`config.mk`:
```
export PLATFORM = sky130hd
export DESIGN_NAME = retire_trace_buffer_flat
export DESIGN_NICKNAME = d
export VERILOG_FILES = /design/src/rtl/retire_trace_buffer_if.sv /design/src/rtl/retire_trace_buffer.sv /design/src/flat_wrapper.sv
export SDC_FILE = /design/constraint.sdc
export NUM_CORES = 2
export LEC_CHECK = 0
export CORE_ASPECT_RATIO = 1.25
export CORE_MARGIN = 8
export CORE_UTILIZATION = 45
export CTS_CLUSTER_SIZE = 12
export DETAILED_ROUTE_END_ITERATION = 12
export GPL_ROUTABILITY_DRIVEN = 0
export HOLD_SLACK_MARGIN = 0.02
export SLEW_MARGIN = 20
export SYNTH_ARGS = -nofsm -noshare
export SYNTH_HDL_FRONTEND = slang
export SYNTH_SLANG_ARGS = --single-unit
```
`constraint.sdc`:
```
create_clock -name clk_i -period 20.1 [get_ports clk_i]
set_input_delay 3.015 -clock clk_i [delete_from_list [all_inputs] [get_ports clk_i]]
set_output_delay 3.015 -clock clk_i [all_outputs]
set_load 0.05 [all_outputs]
```
`src/rtl/retire_trace_buffer_if.sv`:
```
// Retire-side and trace-side signal bundle for retire_trace_buffer.
// The buffer uses the slave modport; the retire producer / trace consumer uses master.
interface retire_trace_buffer_if #(
    parameter int XLEN       = 32,
    parameter int IssueWidth = 2
);
    logic [IssueWidth-1:0]           update_i;
    logic [IssueWidth-1:0][XLEN-1:0] pc_i;
    logic [IssueWidth-1:0][XLEN-1:0] instr_i;
    logic [IssueWidth-1:0][XLEN-1:0] reg_data_i;
    logic [IssueWidth-1:0][4:0]      reg_addr_i;
    logic [IssueWidth-1:0][XLEN-1:0] mem_addr_i;
    logic [IssueWidth-1:0][XLEN-1:0] mem_data_i;
    logic [IssueWidth-1:0]           mem_wrt_i;

    logic            trace_valid_o;
    logic            trace_ready_i;
    logic [XLEN-1:0] trace_pc_o;
    logic [XLEN-1:0] trace_instr_o;
    logic [XLEN-1:0] trace_reg_data_o;
    logic [4:0]      trace_reg_addr_o;
    logic [XLEN-1:0] trace_mem_addr_o;
    logic [XLEN-1:0] trace_mem_data_o;
    logic            trace_mem_wrt_o;

    modport slave (
        input  update_i, pc_i, instr_i, reg_data_i, reg_addr_i,
               mem_addr_i, mem_data_i, mem_wrt_i, trace_ready_i,
        output trace_valid_o, trace_pc_o, trace_instr_o, trace_reg_data_o,
               trace_reg_addr_o, trace_mem_addr_o, trace_mem_data_o, trace_mem_wrt_o
    );

    modport master (
        output update_i, pc_i, instr_i, reg_data_i, reg_addr_i,
               mem_addr_i, mem_data_i, mem_wrt_i, trace_ready_i,
        input  trace_valid_o, trace_pc_o, trace_instr_o, trace_reg_data_o,
               trace_reg_addr_o, trace_mem_addr_o, trace_mem_data_o, trace_mem_wrt_o
    );
endinterface

```
`src/rtl/retire_trace_buffer.sv`:
```
// Serializes up to two retires per cycle into an in-order first-word-fall-through trace FIFO.
// Optional macro RETIRE_TRACE_CNT_EN adds a 64-bit retire counter output retire_cnt_o.
module retire_trace_buffer #(
    parameter int XLEN       = 32,
    parameter int IssueWidth = 2,
    parameter int Depth      = 8
) (
    input  logic                   clk_i,
    input  logic                   rst_i,
    retire_trace_buffer_if.slave   bus,
    output logic [$clog2(Depth):0] count_o,
    output logic                   overflow_o
`ifdef RETIRE_TRACE_CNT_EN
    ,
    output logic [63:0]            retire_cnt_o
`endif
);
    localparam int AW = $clog2(Depth);
    localparam int CW = AW + 1;

    typedef struct packed {
        logic [XLEN-1:0] pc;
        logic [XLEN-1:0] instr;
        logic [XLEN-1:0] reg_data;
        logic [XLEN-1:0] mem_addr;
        logic [XLEN-1:0] mem_data;
        logic [4:0]      reg_addr;
        logic            mem_wrt;
    } entry_t;

    entry_t              mem [Depth];
    entry_t              slot0, slot1, head;
    logic [IssueWidth-1:0] req;
    logic [AW-1:0]       wr_ptr, rd_ptr, wr_ptr_p1;
    logic [CW-1:0]       count_q, free_space, push_cnt;
    logic                overflow_q, pop, acc0, acc1, drop, valid;

    assign req = bus.update_i;

    assign slot0 = '{pc: bus.pc_i[0], instr: bus.instr_i[0], reg_data: bus.reg_data_i[0],
                     mem_addr: bus.mem_addr_i[0], mem_data: bus.mem_data_i[0],
                     reg_addr: bus.reg_addr_i[0], mem_wrt: bus.mem_wrt_i[0]};
    assign slot1 = '{pc: bus.pc_i[1], instr: bus.instr_i[1], reg_data: bus.reg_data_i[1],
                     mem_addr: bus.mem_addr_i[1], mem_data: bus.mem_data_i[1],
                     reg_addr: bus.reg_addr_i[1], mem_wrt: bus.mem_wrt_i[1]};

    // Space freed by a same-cycle pop is usable; slot 1 is dropped before slot 0.
    always_comb begin
        valid      = (count_q != '0);
        pop        = valid && bus.trace_ready_i;
        free_space = CW'(Depth) - count_q + CW'(pop);
        acc0       = req[0] && (free_space >= CW'(1));
        acc1       = req[1] && (free_space >= (req[0] ? CW'(2) : CW'(1)));
        drop       = (req[0] && !acc0) || (req[1] && !acc1);
        push_cnt   = CW'(acc0) + CW'(acc1);
        wr_ptr_p1  = wr_ptr + AW'(1);
    end

    always_ff @(posedge clk_i or posedge rst_i) begin
        if (rst_i) begin
            wr_ptr     <= '0;
            rd_ptr     <= '0;
            count_q    <= '0;
            overflow_q <= 1'b0;
        end else begin
            wr_ptr  <= wr_ptr + AW'(push_cnt);
            rd_ptr  <= rd_ptr + AW'(pop);
            count_q <= count_q + push_cnt - CW'(pop);
            if (drop) begin
                overflow_q <= 1'b1;
            end
        end
    end

    // Storage is not reset; the pointers and count alone define what is live.
    always_ff @(posedge clk_i) begin
        if (acc0) begin
            mem[wr_ptr] <= slot0;
        end
        if (acc1) begin
            mem[acc0 ? wr_ptr_p1 : wr_ptr] <= slot1;
        end
    end

    assign head = mem[rd_ptr];

    assign bus.trace_valid_o    = valid;
    assign bus.trace_pc_o       = valid ? head.pc       : '0;
    assign bus.trace_instr_o    = valid ? head.instr    : '0;
    assign bus.trace_reg_addr_o = valid ? head.reg_addr : '0;
    assign bus.trace_reg_data_o = (valid && head.reg_addr != 5'd0) ? head.reg_data : '0;
    assign bus.trace_mem_addr_o = valid ? head.mem_addr : '0;
    assign bus.trace_mem_data_o = valid ? head.mem_data : '0;
    assign bus.trace_mem_wrt_o  = valid ? head.mem_wrt  : 1'b0;

    assign count_o    = count_q;
    assign overflow_o = overflow_q;

`ifdef RETIRE_TRACE_CNT_EN
    // Counts every presented retire, whether or not it found room.
    always_ff @(posedge clk_i or posedge rst_i) begin
        if (rst_i) begin
            retire_cnt_o <= '0;
        end else begin
            retire_cnt_o <= retire_cnt_o + 64'(req[0]) + 64'(req[1]);
        end
    end
`endif
endmodule

```
`src/flat_wrapper.sv`:
```
// flat-port wrapper written by rule: the top's interface ports become plain ports
module retire_trace_buffer_flat 
#(
    parameter int XLEN       = 32,
    parameter int IssueWidth = 2,
    parameter int Depth      = 8
)
  (clk_i, rst_i, count_o, overflow_o, bus_update_i, bus_pc_i, bus_instr_i, bus_reg_data_i, bus_reg_addr_i, bus_mem_addr_i, bus_mem_data_i, bus_mem_wrt_i, bus_trace_ready_i, bus_trace_valid_o, bus_trace_pc_o, bus_trace_instr_o, bus_trace_reg_data_o, bus_trace_reg_addr_o, bus_trace_mem_addr_o, bus_trace_mem_data_o, bus_trace_mem_wrt_o);
  retire_trace_buffer_if #(.XLEN(XLEN), .IssueWidth(IssueWidth)) bus_i ();
  input  logic clk_i;
  input  logic rst_i;
  output logic [$clog2(Depth):0] count_o;
  output logic overflow_o;
  input wire logic [$bits(bus_i.update_i)-1:0] bus_update_i;
  input wire logic [$bits(bus_i.pc_i)-1:0] bus_pc_i;
  input wire logic [$bits(bus_i.instr_i)-1:0] bus_instr_i;
  input wire logic [$bits(bus_i.reg_data_i)-1:0] bus_reg_data_i;
  input wire logic [$bits(bus_i.reg_addr_i)-1:0] bus_reg_addr_i;
  input wire logic [$bits(bus_i.mem_addr_i)-1:0] bus_mem_addr_i;
  input wire logic [$bits(bus_i.mem_data_i)-1:0] bus_mem_data_i;
  input wire logic [$bits(bus_i.mem_wrt_i)-1:0] bus_mem_wrt_i;
  input wire logic [$bits(bus_i.trace_ready_i)-1:0] bus_trace_ready_i;
  output wire logic [$bits(bus_i.trace_valid_o)-1:0] bus_trace_valid_o;
  output wire logic [$bits(bus_i.trace_pc_o)-1:0] bus_trace_pc_o;
  output wire logic [$bits(bus_i.trace_instr_o)-1:0] bus_trace_instr_o;
  output wire logic [$bits(bus_i.trace_reg_data_o)-1:0] bus_trace_reg_data_o;
  output wire logic [$bits(bus_i.trace_reg_addr_o)-1:0] bus_trace_reg_addr_o;
  output wire logic [$bits(bus_i.trace_mem_addr_o)-1:0] bus_trace_mem_addr_o;
  output wire logic [$bits(bus_i.trace_mem_data_o)-1:0] bus_trace_mem_data_o;
  output wire logic [$bits(bus_i.trace_mem_wrt_o)-1:0] bus_trace_mem_wrt_o;
  assign bus_i.update_i = bus_update_i;
  assign bus_i.pc_i = bus_pc_i;
  assign bus_i.instr_i = bus_instr_i;
  assign bus_i.reg_data_i = bus_reg_data_i;
  assign bus_i.reg_addr_i = bus_reg_addr_i;
  assign bus_i.mem_addr_i = bus_mem_addr_i;
  assign bus_i.mem_data_i = bus_mem_data_i;
  assign bus_i.mem_wrt_i = bus_mem_wrt_i;
  assign bus_i.trace_ready_i = bus_trace_ready_i;
  assign bus_trace_valid_o = bus_i.trace_valid_o;
  assign bus_trace_pc_o = bus_i.trace_pc_o;
  assign bus_trace_instr_o = bus_i.trace_instr_o;
  assign bus_trace_reg_data_o = bus_i.trace_reg_data_o;
  assign bus_trace_reg_addr_o = bus_i.trace_reg_addr_o;
  assign bus_trace_mem_addr_o = bus_i.trace_mem_addr_o;
  assign bus_trace_mem_data_o = bus_i.trace_mem_data_o;
  assign bus_trace_mem_wrt_o = bus_i.trace_mem_wrt_o;
  retire_trace_buffer #(.XLEN(XLEN), .IssueWidth(IssueWidth), .Depth(Depth)) u_core (.clk_i(clk_i), .rst_i(rst_i), .bus(bus_i), .count_o(count_o), .overflow_o(overflow_o));
endmodule
```
==> flow_metrics.py <==
metrics = {
    "die": {
        "num_rows": 159,
        "core_um2": 149400,
        "die_w_um": 362.1,
        "die_h_um": 448.7,
        "ioPinCount": 509,
        "die_area_um2": 162500,
        "initial_core_util_pct": 45.11,
    },
    "layout": {
        "area_delta_synth_final_pct": 16.78,
        "multi_input_comb_area_um2": 25730,
        "layout_common_cells": "edfxtp_1 (1328), mux2_2 (763), mux2_1 (565)",
        "fillers": 12150,
        "nNetsFinal": 4529,
        "final_common_cell": "edfxtp_1",
        "seq_area_um2": 40160,
        "drive_above_1_share_pct": 31.77,
    },
    "cts": {
        "insertion_delay_ns": 0.77,
        "cts_sinks": 1339,
        "cts-root-buf": "clkbuf_16",
        "post_cts_resized": 0,
        "cts_max_level": 4,
        "ctsHoldBuffers": 0,
        "cts_tree": "yes",
        "clockBufferDepth": 3,
        "numCtsBuffers": 147,
        "post_cts_buffers": 0,
        "clk_pin_slew_ns": 0.06,
    },
    "synth": {
        "ys_ff_latch": 1339,
        "syn_area_um2": 67390,
        "synth_warnings": 0,
        "avgSynthCellArea_um2": 18.11,
        "synth_edf_count": 1328,
        "ys_types": 48,
        "yosys.area.top_type": "edfxtp_1",
        "synthCells": 3722,
        "syn_nets": 4076,
        "synth.area.top_cells": "edfxtp_1 (59%), mux2_2 (13%), mux4_2 (11%), mux2_1 (9.4%), mux2i_1 (2.5%)",
        "ys_async_sr_fraction_pct": 0.8215,
        "netlist.area_leader.share_pct": 59.17,
        "synthFlopType": "edfxtp_1",
        "ys_seq_area_share_pct": 59.58,
    },
    "grt": {
        "gr-total-overflow": 0,
        "grt_pass1_vias": 40200,
        "antenna_found_initial": 58,
        "track_usage_pct": 22.95,
        "grt_max_degree": 120,
        "grt_pass1_wl_um": 278200,
    },
    "timing": {
        "setup_viol": 0,
        "fin_skew_ns": 0.01806,
        "finalSetupTns_ns": 0,
        "period_needed_ns": 9.016,
        "rsz0062_at_grt": "no",
        "slew_headroom_pct": 25.16,
        "timing.fmax_mhz": 110.9,
        "final_max_slew_viol_count": 0,
        "finalCritPeriodShare_pct": 44.86,
        "hold_violations": 0,
        "tightest_slew_ns": 1.123,
    },
    "routing": {
        "wl_per_cell_um": 29.90,
        "drcViolationCount": 0,
        "ant_nets": 0,
        "first_pass_iters": 5,
        "via_count": 36900,
        "dr.first_iter.drc_count": 2625,
        "wl_um": 189500,
        "vias_per_cell": 5.820,
    },
    "pwr": {
        "power_leakage_nw": 25.84,
        "irDropWorstVdd_v": 0.0002041,
        "powerDensity_nw_per_um2": 183.2,
        "total_power_w": 0.01442,
    },
    "run_status": {
        "outcome": "completed",
    },
    "worst_setup_path": {
        "critical_path.top_delay_family": "buffers and inverters",
        "path_max_fanout": 90,
        "crit_slowest_cell": "buf_4",
        "path_cells": "buf_4, buf_12, mux4_2, o41ai_1, o211ai_1, nand2_2, buf_4, nor2_1, clkdlybuf4s50_1",
        "cpMostUsedCell": "buf_4",
        "max_stage_delay_ns": 0.89,
        "cp-end-kind": "primary output",
        "path_class": "reg2out",
        "crit_arrival_ns": 6.00,
        "crit_buf_inv": 4,
        "crit_required_ns": 17.09,
        "startpoint_type": "flip-flop",
    },
    "placement": {
        "io_buffers": 508,
        "dp_hpwl_um": 102700,
    },
    "worst_hold_path": {
        "hold_path.class": "reg2reg",
    },
    "run": {
        "maxCapViolCount": 0,
    },
}
-- state kept, by name (all words and copies together), names as in the netlist --
register / flops
u_core.overflow_o: 1
u_core.wr_ptr: 3
u_core.mem: 1328
u_core.count_o: 4
u_core.rd_ptr: 3
-- cells in the mapped netlist, drive strengths merged, types with 2 or more instances --
cell and n:
edfxtp 1328, mux2 1328, mux4 332, buf 207, nor2 172, mux2i 166, clkbuf 56, inv 19
ha 15, o21ai 14, nand2 13, dfrtp 11, nand3 6, nand2b 5, o21bai 5, or4 5
o2111ai 4, o21ba 4, o32ai 4, xor2 3, a21o 2, fa 2, o211ai 2
-- worst paths after layout --
kind | startpoint | endpoint | slack [ns] | cells past startpoint
hold / removal | u_core.wr_ptr[2] | u_core.wr_ptr[2] | 0.52 | 1
hold reg to reg | u_core.wr_ptr[2] | u_core.wr_ptr[2] | 0.52 | 1
min in group asynchronous | rst_i | u_core.count_o[3] | 2.59 | 2
setup reg to reg | u_core.count_o[2] | u_core.mem[5][56] | 13.13 | 16
setup / recovery | u_core.rd_ptr[0] | bus_trace_reg_data_o[7] | 11.08 | 9
max in group asynchronous | rst_i | u_core.rd_ptr[0] | 17.08 | 2
-- per-stage QoR --
step           utilization, %  setup slack, ns  hold WS, ns  cell area [um2]  std cells
2_1_floorplan               -            3.256       0.4731            67390       3722
4_1_cts                 52.59            10.78       0.5268            78570       6295
6_report                52.68            11.08       0.5245            78700       6339
3_5_place_dp            49.65            11.27       0.5129            74180       6037
5_1_grt                 52.63            10.60       0.5253            78630       6310
3_3_place_gp            49.65            11.26       0.5051            74180       6037
-- area by class of cell --
class | count | area share [%]
Antenna cell | 43 | 0.1367
Multi-Input combinational cell | 2101 | 32.69
Clock inverter | 58 | 0.4642
Tap cell | 2012 | 3.199
Sequential cell | 1339 | 51.03
Inverter | 19 | 0.09062
Timing Repair Buffer | 567 | 7.272
Clock buffer | 200 | 5.114
-- cell families (layout without fill, tap and decap cells) --
logic type / Yosys count / in the layout / share of synthesized area [%]
adder cells (fa/ha/maj): 17 / 17 / 0.3379
multiplexers: 1826 / 1826 / 35.75
flip-flops: 1339 / 1339 / 59.58
other: 0 / 43 / 0
AO/OA/AOI/OAI: 46 / 46 / 0.5477
XOR/XNOR: 4 / 4 / 0.05199
buffers and inverters: 282 / 844 / 2.469
AND/OR/NAND/NOR: 208 / 208 / 1.262
-- power by group --
group / switching, W / leakage (nW) / internal, W
sequential: 0.000290 / 12.3 / 0.00448
clock: 0.00110 / 2.14 / 0.00144
combinational: 0.00446 / 11.4 / 0.00264
-- worst register-to-register path, delay by kind of cell (launching register included) --
kind,cells,cell delay (ns)
buffers and inverters,5,2.26
AO/OA/AOI/OAI,4,1.89
AND/OR/NAND/NOR,4,1.16
adder cells (fa/ha/maj),3,0.69
flip-flops,1,0.54
-- per-layer routing --
layer / global-route usage, % / part of all wire (%)
met5: 0 / 0.12
met4: 6.602 / 2.2
met3: 4.720 / 5.3
met2: 39.87 / 51
met1: 28.98 / 42
No activity file was read; power rests on OpenSTA's default activity.
